$ cat src/rtl/uart_tx_fifo.sv
// Buffered 8N1 UART transmitter: valid/ready byte FIFO feeding a
// registered serializer that sends each byte LSB first.
module uart_tx_fifo #(
   parameter int CLK_PER_BIT = 868,
   parameter int DEPTH_LOG2  = 4
) (
   input  logic                  CLK,
   input  logic                  RST,
   input  logic [7:0]            in_data,
   input  logic                  in_valid,
   output logic                  in_ready,
   output logic                  UART_TX,
   output logic                  tx_busy,
   output logic [DEPTH_LOG2:0]   fifo_cnt
);

   localparam int DEPTH = 2**DEPTH_LOG2;
   localparam int BW = (CLK_PER_BIT > 1) ? $clog2(CLK_PER_BIT) : 1;
   localparam logic [BW-1:0] BAUD_LAST = BW'(CLK_PER_BIT - 1);
   localparam logic [DEPTH_LOG2:0] FULL = (DEPTH_LOG2+1)'(DEPTH);

   typedef enum logic [1:0] {
      S_IDLE,
      S_START,
      S_DATA,
      S_STOP
   } state_e;

   state_e                state_q, state_d;
   logic [7:0]            mem_q [DEPTH];
   logic [DEPTH_LOG2-1:0] wr_q, wr_d;
   logic [DEPTH_LOG2-1:0] rd_q, rd_d;
   logic [DEPTH_LOG2:0]   cnt_q, cnt_d;
   logic [BW-1:0]         baud_q, baud_d;
   logic [2:0]            bit_q, bit_d;
   logic [7:0]            sh_q, sh_d;
   logic                  tx_q, tx_d;
   logic                  push, pop, baud_end;

   assign in_ready = !RST && (cnt_q != FULL);
   assign push     = in_valid && in_ready;
   assign baud_end = (baud_q == BAUD_LAST);

   assign UART_TX  = tx_q;
   assign tx_busy  = (state_q != S_IDLE);
   assign fifo_cnt = cnt_q;

   // Line level follows the current state one cycle later.
   always_comb begin
      state_d = state_q;
      sh_d    = sh_q;
      bit_d   = bit_q;
      baud_d  = baud_q + 1'b1;
      pop     = 1'b0;
      tx_d    = 1'b1;
      unique case (state_q)
         S_IDLE: begin
            baud_d = '0;
            if (cnt_q != '0) begin
               pop     = 1'b1;
               sh_d    = mem_q[rd_q];
               state_d = S_START;
            end
         end
         S_START: begin
            tx_d = 1'b0;
            if (baud_end) begin
               baud_d  = '0;
               bit_d   = '0;
               state_d = S_DATA;
            end
         end
         S_DATA: begin
            tx_d = sh_q[0];
            if (baud_end) begin
               baud_d = '0;
               sh_d   = {1'b0, sh_q[7:1]};
               bit_d  = bit_q + 3'd1;
               if (bit_q == 3'd7) state_d = S_STOP;
            end
         end
         S_STOP: begin
            if (baud_end) begin
               baud_d  = '0;
               state_d = S_IDLE;
            end
         end
         default: state_d = S_IDLE;
      endcase
   end

   always_comb begin
      wr_d  = wr_q;
      rd_d  = rd_q;
      cnt_d = cnt_q;
      if (push) wr_d = wr_q + 1'b1;
      if (pop)  rd_d = rd_q + 1'b1;
      if (push && !pop)      cnt_d = cnt_q + 1'b1;
      else if (pop && !push) cnt_d = cnt_q - 1'b1;
   end

   always_ff @(posedge CLK) begin
      if (RST) begin
         state_q <= S_IDLE;
         wr_q    <= '0;
         rd_q    <= '0;
         cnt_q   <= '0;
         baud_q  <= '0;
         bit_q   <= '0;
         sh_q    <= '0;
         tx_q    <= 1'b1;
      end else begin
         state_q <= state_d;
         wr_q    <= wr_d;
         rd_q    <= rd_d;
         cnt_q   <= cnt_d;
         baud_q  <= baud_d;
         bit_q   <= bit_d;
         sh_q    <= sh_d;
         tx_q    <= tx_d;
      end
   end

   always_ff @(posedge CLK) begin
      if (push) mem_q[wr_q] <= in_data;
   end

endmodule

$ cat config.mk
export PLATFORM = sky130hd
export DESIGN_NAME = uart_tx_fifo
export DESIGN_NICKNAME = d
export VERILOG_FILES = /design/src/rtl/uart_tx_fifo.sv
export SDC_FILE = /design/constraint.sdc
export NUM_CORES = 1
export LEC_CHECK = 0
export BUFFER_PORTS_ARGS = -buffer_cell sky130_fd_sc_hd__buf_2
export CORE_ASPECT_RATIO = 2
export CORE_MARGIN = 3
export CORE_UTILIZATION = 60
export DETAILED_ROUTE_END_ITERATION = 12
export PLACE_DENSITY_LB_ADDON = 0.3
export SYNTH_ARGS = -nofsm -noshare
export SYNTH_HDL_FRONTEND = slang
export SYNTH_SLANG_ARGS = --single-unit
$ cat constraint.sdc
create_clock -name CLK -period 6.8 [get_ports CLK]
set_input_delay 0.68 -clock CLK [delete_from_list [all_inputs] [get_ports CLK]]
set_output_delay 0.68 -clock CLK [all_outputs]
set_load 0.01 [all_outputs]
Word-level counts from Yosys, hierarchy flattened. Memory sizes are Yosys's and may differ from the RTL's. A register that Yosys moved wholly into a read port is not among the register bits. Index checks and enable logic that the tools add are counted.

Reduce and logical (&&, ||, !) cells: 17. Muxes and demuxes: 23. Add/sub/neg operators: 6. Equal/unequal tests: 11.

Operator list (number): 10-bit case mux with 2 select lines (1); 8-bit two-way mux (2); 8-bit case mux with 2 select lines (1); 10-bit by 1-bit adder with 10-bit output, second input constant (1); 10-bit equality test, second input constant (1); 10-bit two-way mux (1); 2-bit two-way mux (5); 5-bit two-way mux (2); 2-bit inequality test, second input constant (5); 4-bit by 1-bit adder with 4-bit output, second input constant (2); 4-bit two-way mux (2); 2-bit case mux with 4 select lines (1); 2-bit nonzero test (4); 3-bit two-way mux (2); 3-bit case mux with 2 select lines (1); 3-bit AND reduction (2); 5-bit by 1-bit adder with 5-bit output, second input constant (1); 5-bit inequality test, second input constant (1); 5-bit AND reduction (1); 5-bit nonzero test (1); 5-bit by 1-bit subtractor with 5-bit output, second input constant (1); 2-bit equality test, second input constant (2); 1-bit logical AND (4); 1-bit two-way mux (4); 7 further kinds (9).

Flip-flop bits (word level): 37. Memory bits (writable): 128. Bits of input ports: 11. Memories kept: 1. Output and inout port bits: 8.

Memory list: mem_q (depth 16, bits a word 8, rd ports 1, clocked after Yosys merged registers in 1, wr ports 1, line 30) `logic [7:0] mem_q [DEPTH];`.

Logic depth before layout (Yosys ltp). Gate-level depths: netlist of run 1.

Depth in word-level cells: 7. Mapped depth: 12. Mapped depth without buffers: 12.

Worst setup path after synthesis of run 1. No wires, ideal clock.

Path kind: input port to flip-flop. Start point: in in_valid. End point: reg cnt_q[4] (netlist: fifo_cnt[4]). Path buffers: 0. Slack: 3.836 ns. Setup time: 0.123 ns. Data arrival time: 2.840 ns. Stages: 10. Data required time: 6.677 ns. Path through: inv_1 -> a211oi_2 -> ha_1 -> inv_1 -> ha_1 -> nor2b_1 -> o21a_1 -> or3_1 -> a21oi_1 -> mux2_1.

Longest elaborated chain between the ends: 4. Elaborated cells on any way between the ends: 6.

Ends and longest elaborated chain: from (decl) (line 10) `input logic in_valid,`; 1-bit logical AND * (line 41) `assign push = in_valid && in_ready;`; named net push (line 38) `logic push, pop, baud_end;`; 1-bit logical NOT (line 99) `else if (pop && !push) cnt_d = cnt_q - 1'b1;`; 1-bit logical AND (line 99); 2-bit nonzero test (no source line); to (signal assigned) (line 116) `cnt_q <= cnt_d;`; to (decl) (line 33) `logic [DEPTH_LOG2:0] cnt_q, cnt_d;`.

Mark *: on every way through the listed nets, which the timed path passes. The rest lies on a longest branch. A chain may end at the register's enable or synchronous reset.

Final worst setup path of run 1.
Start point: reg cnt_q[0] (netlist: fifo_cnt[0]). End point: reg cnt_q[4] (netlist: fifo_cnt[4]).

Longest elaborated chain between the ends: 6. Elaborated cells on any way between the ends: 15.

Ends and longest elaborated chain: 5-bit inequality test * (line 40) `assign in_ready = !RST && (cnt_q != FULL);`; 1-bit logical AND * (line 40); 1-bit logical AND * (line 41); named net push (line 38); 1-bit logical NOT (line 99); 1-bit logical AND (line 99); 2-bit nonzero test (no source line).

Mark *: on every way through the listed nets, which the timed path passes. The rest lies on a longest branch. The select of a mux whose other input is x is not followed.

==> flow_summary_export.csv, run 1 <==
group,metric,value,unit
status,outcome,"finished clean",
cts,cts-root-buf,"clkbuf_16",
route,highest-signal-layer,"met4",
finish,utilization,0.6950,
sta,fin_ws,3.564,ns
yosys,synth_top_family_by_area,"multiplexers",
finish,drive_above_1_share,0.1852,
yosys,syn_avg_cell_area,15.22,um2
placed_design,place_congestion,0.8309,
yosys,netlist.area_leader.share,0.5585,
yosys,synth_fa_ha_area_frac,0.03564,
yosys,synth_commonest_cells,"edfxtp_1 (128), nor2_1 (60), dfxtp_1 (41), mux4_2 (23), ha_1 (18)",
finish,final_cell_count_no_fill,626,
sta,rsz0062_at_grt,"no",
global_route,grt_max_degree,40,
cts,h-tree-depth,4,
floorplan,fp.dieArea,12870,um2
yosys,synth.cell_area,6882,um2
route,dr.pass1.iters,4,
yosys,synth_nets,482,
yosys,synth_flop_cell,"edfxtp_1",
yosys,ys_ff_latch,169,
sta,finalCritPeriodShare,0.4758,
pwr,leakage,2.598,nW
yosys,synth_seq_area_share,0.6778,
global_route,grt_pass1_vias,4097,
critical_path,critPathKind,"flop to flop",
yosys,synthArstFlopShare,0,
global_route,grt_use_total,0.2301,
sta,fin_setup_tns,0,ns
sta,whs,0.4624,ns
cts,post_cts_resized,0,
yosys,syn-instance-count,452,
pwr,power_density,380.2,nW/um2
floorplan,die_x,81.73,um
global_route,grt-ovfl-total,0,
yosys,synth.largest_area_cell,"edfxtp_1",
sta,fmax,0.3090,GHz
route,dr_wl_met3,370,um
route,drt.antenna.violating_nets,0,
sta,slew_headroom,0.1721,
placed_design,dp.cells,594,
sta,final_hold_viol_count,0,
cts,cts_setup_buffers,0,
pwr,irDropWorstVdd,0.2758,mV
critical_path,cp.required,7.11,ns
route,wl_per_cell,21.18,um
cts,path_clk_slew,0.07,ns
cts,cts_buffers,17,
route,drt-initial-drc-count,266,
sta,fin_crit,3.236,ns
cts,cts_buffer_depth,2,
route,remaining_drc_errors,0,
floorplan,fp.dieH,157.5,um
yosys,synth-compound-area-share,0.05255,
yosys,synth_cell_types,47,
sta,clock_skew,0.008158,ns
finish,area_delta_synth_final,11.91,%
route,dr_wl_met2,7.566,mm
cts,hold_buffers,0,
cts,cts_tree,"yes",
placed_design,port_buffers,18,
route,drt-total-wl,13.26,mm
finish,antenna_cells,0,
yosys,yosys.area_share.simple,0.07673,
route,num_vias,3806,
cts,clkSinkCount,169,
sta,setup_viol,0,
yosys,synthTopCellsByArea,"edfxtp_1 (56%), dfxtp_1 (12%), mux4_2 (7.5%)",
finish,fillers,752,
critical_path,cp.arrival,3.54,ns
floorplan,top_level_ports,19,
worst_hold_path,hp-class,"flop to flop",
yosys,synth.area.mux_share,0.1156,
yosys,yosysWarnings,0,
sta,worst_pin_slew,1.232,ns
placed_design,place_ws,3.267,ns
floorplan,floorplan.initialDensity,0.6210,
finish,final_area,7701,um2
global_route,grt_pass1_wl,21.04,mm
route,vias_per_cell,6.080,
yosys,synth-edff-count,128,
critical_path,crit_path_end_kind,"flop",
critical_path,cp-start-kind,"flop",
floorplan,rows,54,
pwr,total_power,2.928,mW
job,max-cap-violations,0,
sta,report.final.slew_viol_count,0,
finish,layout.nets,503,
route,wl_met1,4.813,mm
global_route,grt_antenna_before_repair,0,
critical_path,worst-path-max-fanout,9,
yosys,synth.most_common_cell,"edfxtp_1",
yosys,synthXorXnorAreaFrac,0.02164,
placed_design,placed_cell_area,7086,um2
cts,clock_latency,0.42,ns
placed_design,hpwl,9.101,mm
floorplan,core,11080,um2
-- layout make-up --
class	instances	area [um2]	area share
Clock buffer	18	429.2	0.05573
Clock inverter	14	186.4	0.02421
Inverter	14	52.55	0.006824
Multi-Input combinational cell	250	2079	0.2700
Sequential cell	169	4666	0.6058
Tap cell	140	175.2	0.02275
Timing Repair Buffer	21	112.6	0.01462
-- state kept, by name, summed over array words and instances (netlist names), named ones only --
register,flops
baud_q,10
fifo_cnt,5
sh_q,8
rd_q,4
UART_TX,1
state_q,2
mem_q,128
bit_q,3
wr_q,4
-- power by group --
part / switching, mW / internal (mW)
combinational: 0.403 / 0.308
clock: 0.407 / 0.590
sequential: 0.0503 / 1.17
total: 0.861 / 2.07
-- worst max-delay path: stages (launching register included) --
cell	delay (ns)
dfxtp_1	0.37
nor4_1	0.58
a211oi_2	0.30
ha_1	0.33
inv_1	0.14
ha_1	0.26
nor2b_1	0.14
o21a_1	0.18
or3_1	0.31
a21oi_1	0.18
mux2_1	0.34
-- cells by family after synthesis --
logic type,count (synthesis)
flip-flops,169
AND/OR/NAND/NOR,115
AO/OA/AOI/OAI,55
multiplexers,44
buffers and inverters,33
adder cells (fa/ha/maj),19
XOR/XNOR,17
-- per-layer routing --
layer | up-vias | track usage
met5 | - | 0
met4 | 0 | 0.1220
met3 | 33 | 0.04181
met2 | 90 | 0.4203
met1 | 1925 | 0.2413
li1 | 1758 | -
-- worst paths after layout --
| kind | startpoint | end | slack (ns) | cells past startpoint |
|---|---|---|---|---|
| max | fifo_cnt[0]$_SDFFE_PP0P_ | fifo_cnt[4]$_SDFFE_PP0P_ | 3.56 | 10 |
| min | baud_q[0]$_SDFF_PP0_ | baud_q[0]$_SDFF_PP0_ | 0.46 | 1 |
| max reg2reg | fifo_cnt[0]$_SDFFE_PP0P_ | fifo_cnt[4]$_SDFFE_PP0P_ | 3.56 | 10 |
| min reg2reg | baud_q[0]$_SDFF_PP0_ | baud_q[0]$_SDFF_PP0_ | 0.46 | 1 |
-- layout by cell type (no fill, tap or decap), types with 11 or more instances in the layout --
cell,count
edfxtp_1,128
clkbuf_16,17
ha_1,18
xor2_1,11
nor2_1,60
buf_2,18
mux2_2,11
nor3_1,12
nand2_1,14
dfxtp_1,40
inv_1,13
mux4_2,23
Power figures use the tool's default switching activity.
==> run 2: changes to the inputs <==
--- a/config.mk
+++ b/config.mk
@@ -5,10 +5,11 @@
 export SDC_FILE = /design/constraint.sdc
 export NUM_CORES = 1
 export LEC_CHECK = 0
+export ABC_AREA = 1
 export BUFFER_PORTS_ARGS = -buffer_cell sky130_fd_sc_hd__buf_2
 export CORE_ASPECT_RATIO = 2
 export CORE_MARGIN = 3
-export CORE_UTILIZATION = 60
+export CORE_UTILIZATION = 56
 export DETAILED_ROUTE_END_ITERATION = 12
 export PLACE_DENSITY_LB_ADDON = 0.3
 export SYNTH_ARGS = -nofsm -noshare
==> constraint.sdc (replaced) <==
create_clock -name CLK -period 2.7 [get_ports CLK]
set_input_delay 0.27 -clock CLK [delete_from_list [all_inputs] [get_ports CLK]]
set_output_delay 0.27 -clock CLK [all_outputs]
set_load 0.01 [all_outputs]
==> flow_summary_export.csv, run 2 <==
group,metric,value,unit
status,outcome,"finished clean",
finish,biggestRegsByFlops,"mem_q: 128 flops, baud_q: 10 flops, sh_q: 8 flops",
yosys,synthTopCellsByArea,"edfxtp_1 (51%), nand2_1 (11%), dfxtp_1 (11%)",
sta,rsz0062_at_grt,"no",
yosys,netlist.area_leader.share,0.5114,
route,drt.antenna.violating_nets,0,
cts,cts_tree,"yes",
sta,setup_viol,0,
floorplan,rows,59,
finish,fillers,1044,
global_route,grt_pass1_wl,26.16,mm
pwr,power_frac_seq,0.397,
pwr,p_sw_frac,0.3520,
sta,slew_headroom,0.5068,
critical_path,worst-path-max-fanout,7,
floorplan,fp.dieArea,14930,um2
cts,hold_buffers,0,
pwr,p_sw,2.737,mW
route,dr.pass1.iters,5,
pwr,irDropWorstVdd,0.6930,mV
yosys,synth-edff-count,128,
finish,layout_commonest_cell,"nand2_1",
sta,worst_pin_slew,0.7371,ns
global_route,grt_max_degree,68,
yosys,synth.cell_area,7516,um2
placed_design,hpwl,11.14,mm
sta,final_hold_viol_count,0,
critical_path,cp.required,3.02,ns
sta,report.final.slew_viol_count,0,
yosys,synthArstFlopShare,0,
yosys,synth_commonest_cells,"nand2_1 (223), edfxtp_1 (128), nand3_1 (93), inv_1 (88), nor2_1 (65)",
yosys,syn-instance-count,778,
yosys,synth_nets,808,
finish,area_delta_synth_final,10.54,%
pwr,leakage,3.440,nW
pwr,internal-power,5.038,mW
critical_path,cp-start-kind,"flop",
cts,cts_buffers,17,
critical_path,crit_path_end_kind,"flop",
yosys,synth_seq_area_share,0.6206,
pwr,p_comb_frac,0.308,
route,drt-total-wl,16.54,mm
yosys,ys_ff_latch,169,
route,num_vias,5297,
yosys,syn_avg_cell_area,9.661,um2
route,drt-initial-drc-count,587,
cts,clock_latency,0.42,ns
finish,antenna_cells,0,
yosys,synth_flop_cell,"edfxtp_1",
global_route,grt_use_total,0.2346,
route,remaining_drc_errors,0,
floorplan,top_level_ports,19,
floorplan,floorplan.initialDensity,0.5752,
pwr,power_frac_clock,0.295,
floorplan,core,13070,um2
cts,cts_buffer_depth,2,
cts,h-tree-depth,4,
finish,top_register,"mem_q",
sta,clock_skew,0.01094,ns
sta,fin_setup_tns,0,ns
yosys,synth.most_common_cell,"nand2_1",
pwr,power_density,935.8,nW/um2
critical_path,critPathKind,"flop to flop",
cts,cts_setup_buffers,0,
critical_path,cp.arrival,2.76,ns
cts,cts-root-buf,"clkbuf_16",
placed_design,placed_cell_area,7742,um2
sta,finalCritPeriodShare,0.9070,
sta,fin_crit,2.449,ns
finish,final_area,8308,um2
global_route,grt_pass1_vias,5253,
cts,clkSinkCount,169,
worst_hold_path,whs_path_depth,3,
yosys,synth.largest_area_cell,"edfxtp_1",
sta,fin_ws,0.2512,ns
job,max-cap-violations,0,
route,vias_per_cell,5.495,
critical_path,r2r.worst_path.cells,15,
sta,fmax,0.4084,GHz
finish,layout.nets,829,
finish,largest_register_ff_count,128,
global_route,grt-ovfl-total,0,
cts,post_cts_resized,0,
cts,path_clk_slew,0.06,ns
floorplan,die_x,87.92,um
floorplan,fp.dieH,169.8,um
worst_hold_path,hp-class,"primary input to flop",
global_route,grt_antenna_before_repair,0,
finish,layout_common_cells,"nand2_1 (223), edfxtp_1 (128), nand3_1 (93), inv_1 (88), nor2_1 (65)",
placed_design,place_ws,0.2824,ns
finish,drive_above_1_share,0.1108,
placed_design,place_congestion,0.9384,
yosys,synth_cell_types,36,
yosys,yosysWarnings,0,
placed_design,port_buffers,18,
route,wl_per_cell,17.16,um
==> run 2: routing by layer <==
layer,share of wire,vias to the layer above,track usage
met5,0,-,0
met2,0.55,160,0.4143
met4,0.051,0,0.1416
met1,0.36,2507,0.2528
met3,0.036,52,0.04264
li1,-,2578,-
==> run 2: power by group through the flow <==
stage / sequential, mW / clock [mW] / combinational, mW
final: 3.08 / 2.30 / 2.40
after global routing: 3.10 / 2.44 / 2.68
after CTS: 3.08 / 2.32 / 2.39
after detailed placement: 3.14 / 0 / 2.36
after global placement: 3.12 / 0 / 2.29
after floorplan: 3.12 / 0 / 1.85
==> run 2: cell type report <==
| class | count | area [um2] | share of cell area |
|---|---|---|---|
| flip-flops and latches | 169 | 4666 | 0.5616 |
| inverters | 101 | 379.1 | 0.04563 |
| repair buffers | 31 | 212.7 | 0.02560 |
| multi-input cells | 479 | 2295 | 0.2762 |
| clock buffers | 19 | 442.9 | 0.05331 |
| well taps | 152 | 190.2 | 0.02289 |
| clock inverters | 13 | 122.6 | 0.01476 |
==> run 2: path summary, 6_finish.rpt <==
kind / endpoint / startpoint / slack (ns)
setup / recovery: fifo_cnt[4]$_SDFFE_PP0P_ / fifo_cnt[3]$_SDFFE_PP0P_ / 0.25
hold / removal: wr_q[1]$_SDFFE_PP0P_ / in_valid / 0.20
setup reg to reg: fifo_cnt[4]$_SDFFE_PP0P_ / fifo_cnt[3]$_SDFFE_PP0P_ / 0.25
hold reg to reg: baud_q[0]$_SDFF_PP0_ / baud_q[0]$_SDFF_PP0_ / 0.46
==> run 2: logic make-up after synthesis <==
| logic type | share of synthesized area |
|---|---|
| xor+xnor | 0.004662 |
| simple gates | 0.2309 |
| compound gates | 0.03712 |
| flops | 0.6206 |
| fa+ha+maj | 0.03263 |
| buf+inv | 0.07408 |
==> run 2: through the flow <==
step,cells,utilization,hold slack (ns),power (mW)
2_1_floorplan,778,-,0.3689,4.969
3_3_place_gp,932,0.5926,0.4238,5.407
3_5_place_dp,932,0.5926,0.4523,5.496
4_1_cts,964,0.6358,0.1952,7.793
5_1_grt,964,0.6358,0.1983,8.223
6_report,964,0.6358,0.2042,7.775
==> run 2: critical path: stages (launching register included) <==
cell and delay, ns:
dfxtp_1 0.35, nor2_1 0.14, nand3_1 0.08, o21ai_1 0.16, inv_2 0.05, nand2_2 0.11, inv_2 0.08, ha_1 0.25
inv_1 0.15, ha_1 0.27, a21oi_1 0.15, nor2_1 0.06, o21ai_0 0.15, nand3_1 0.13, nor2_1 0.13, nor2_1 0.06
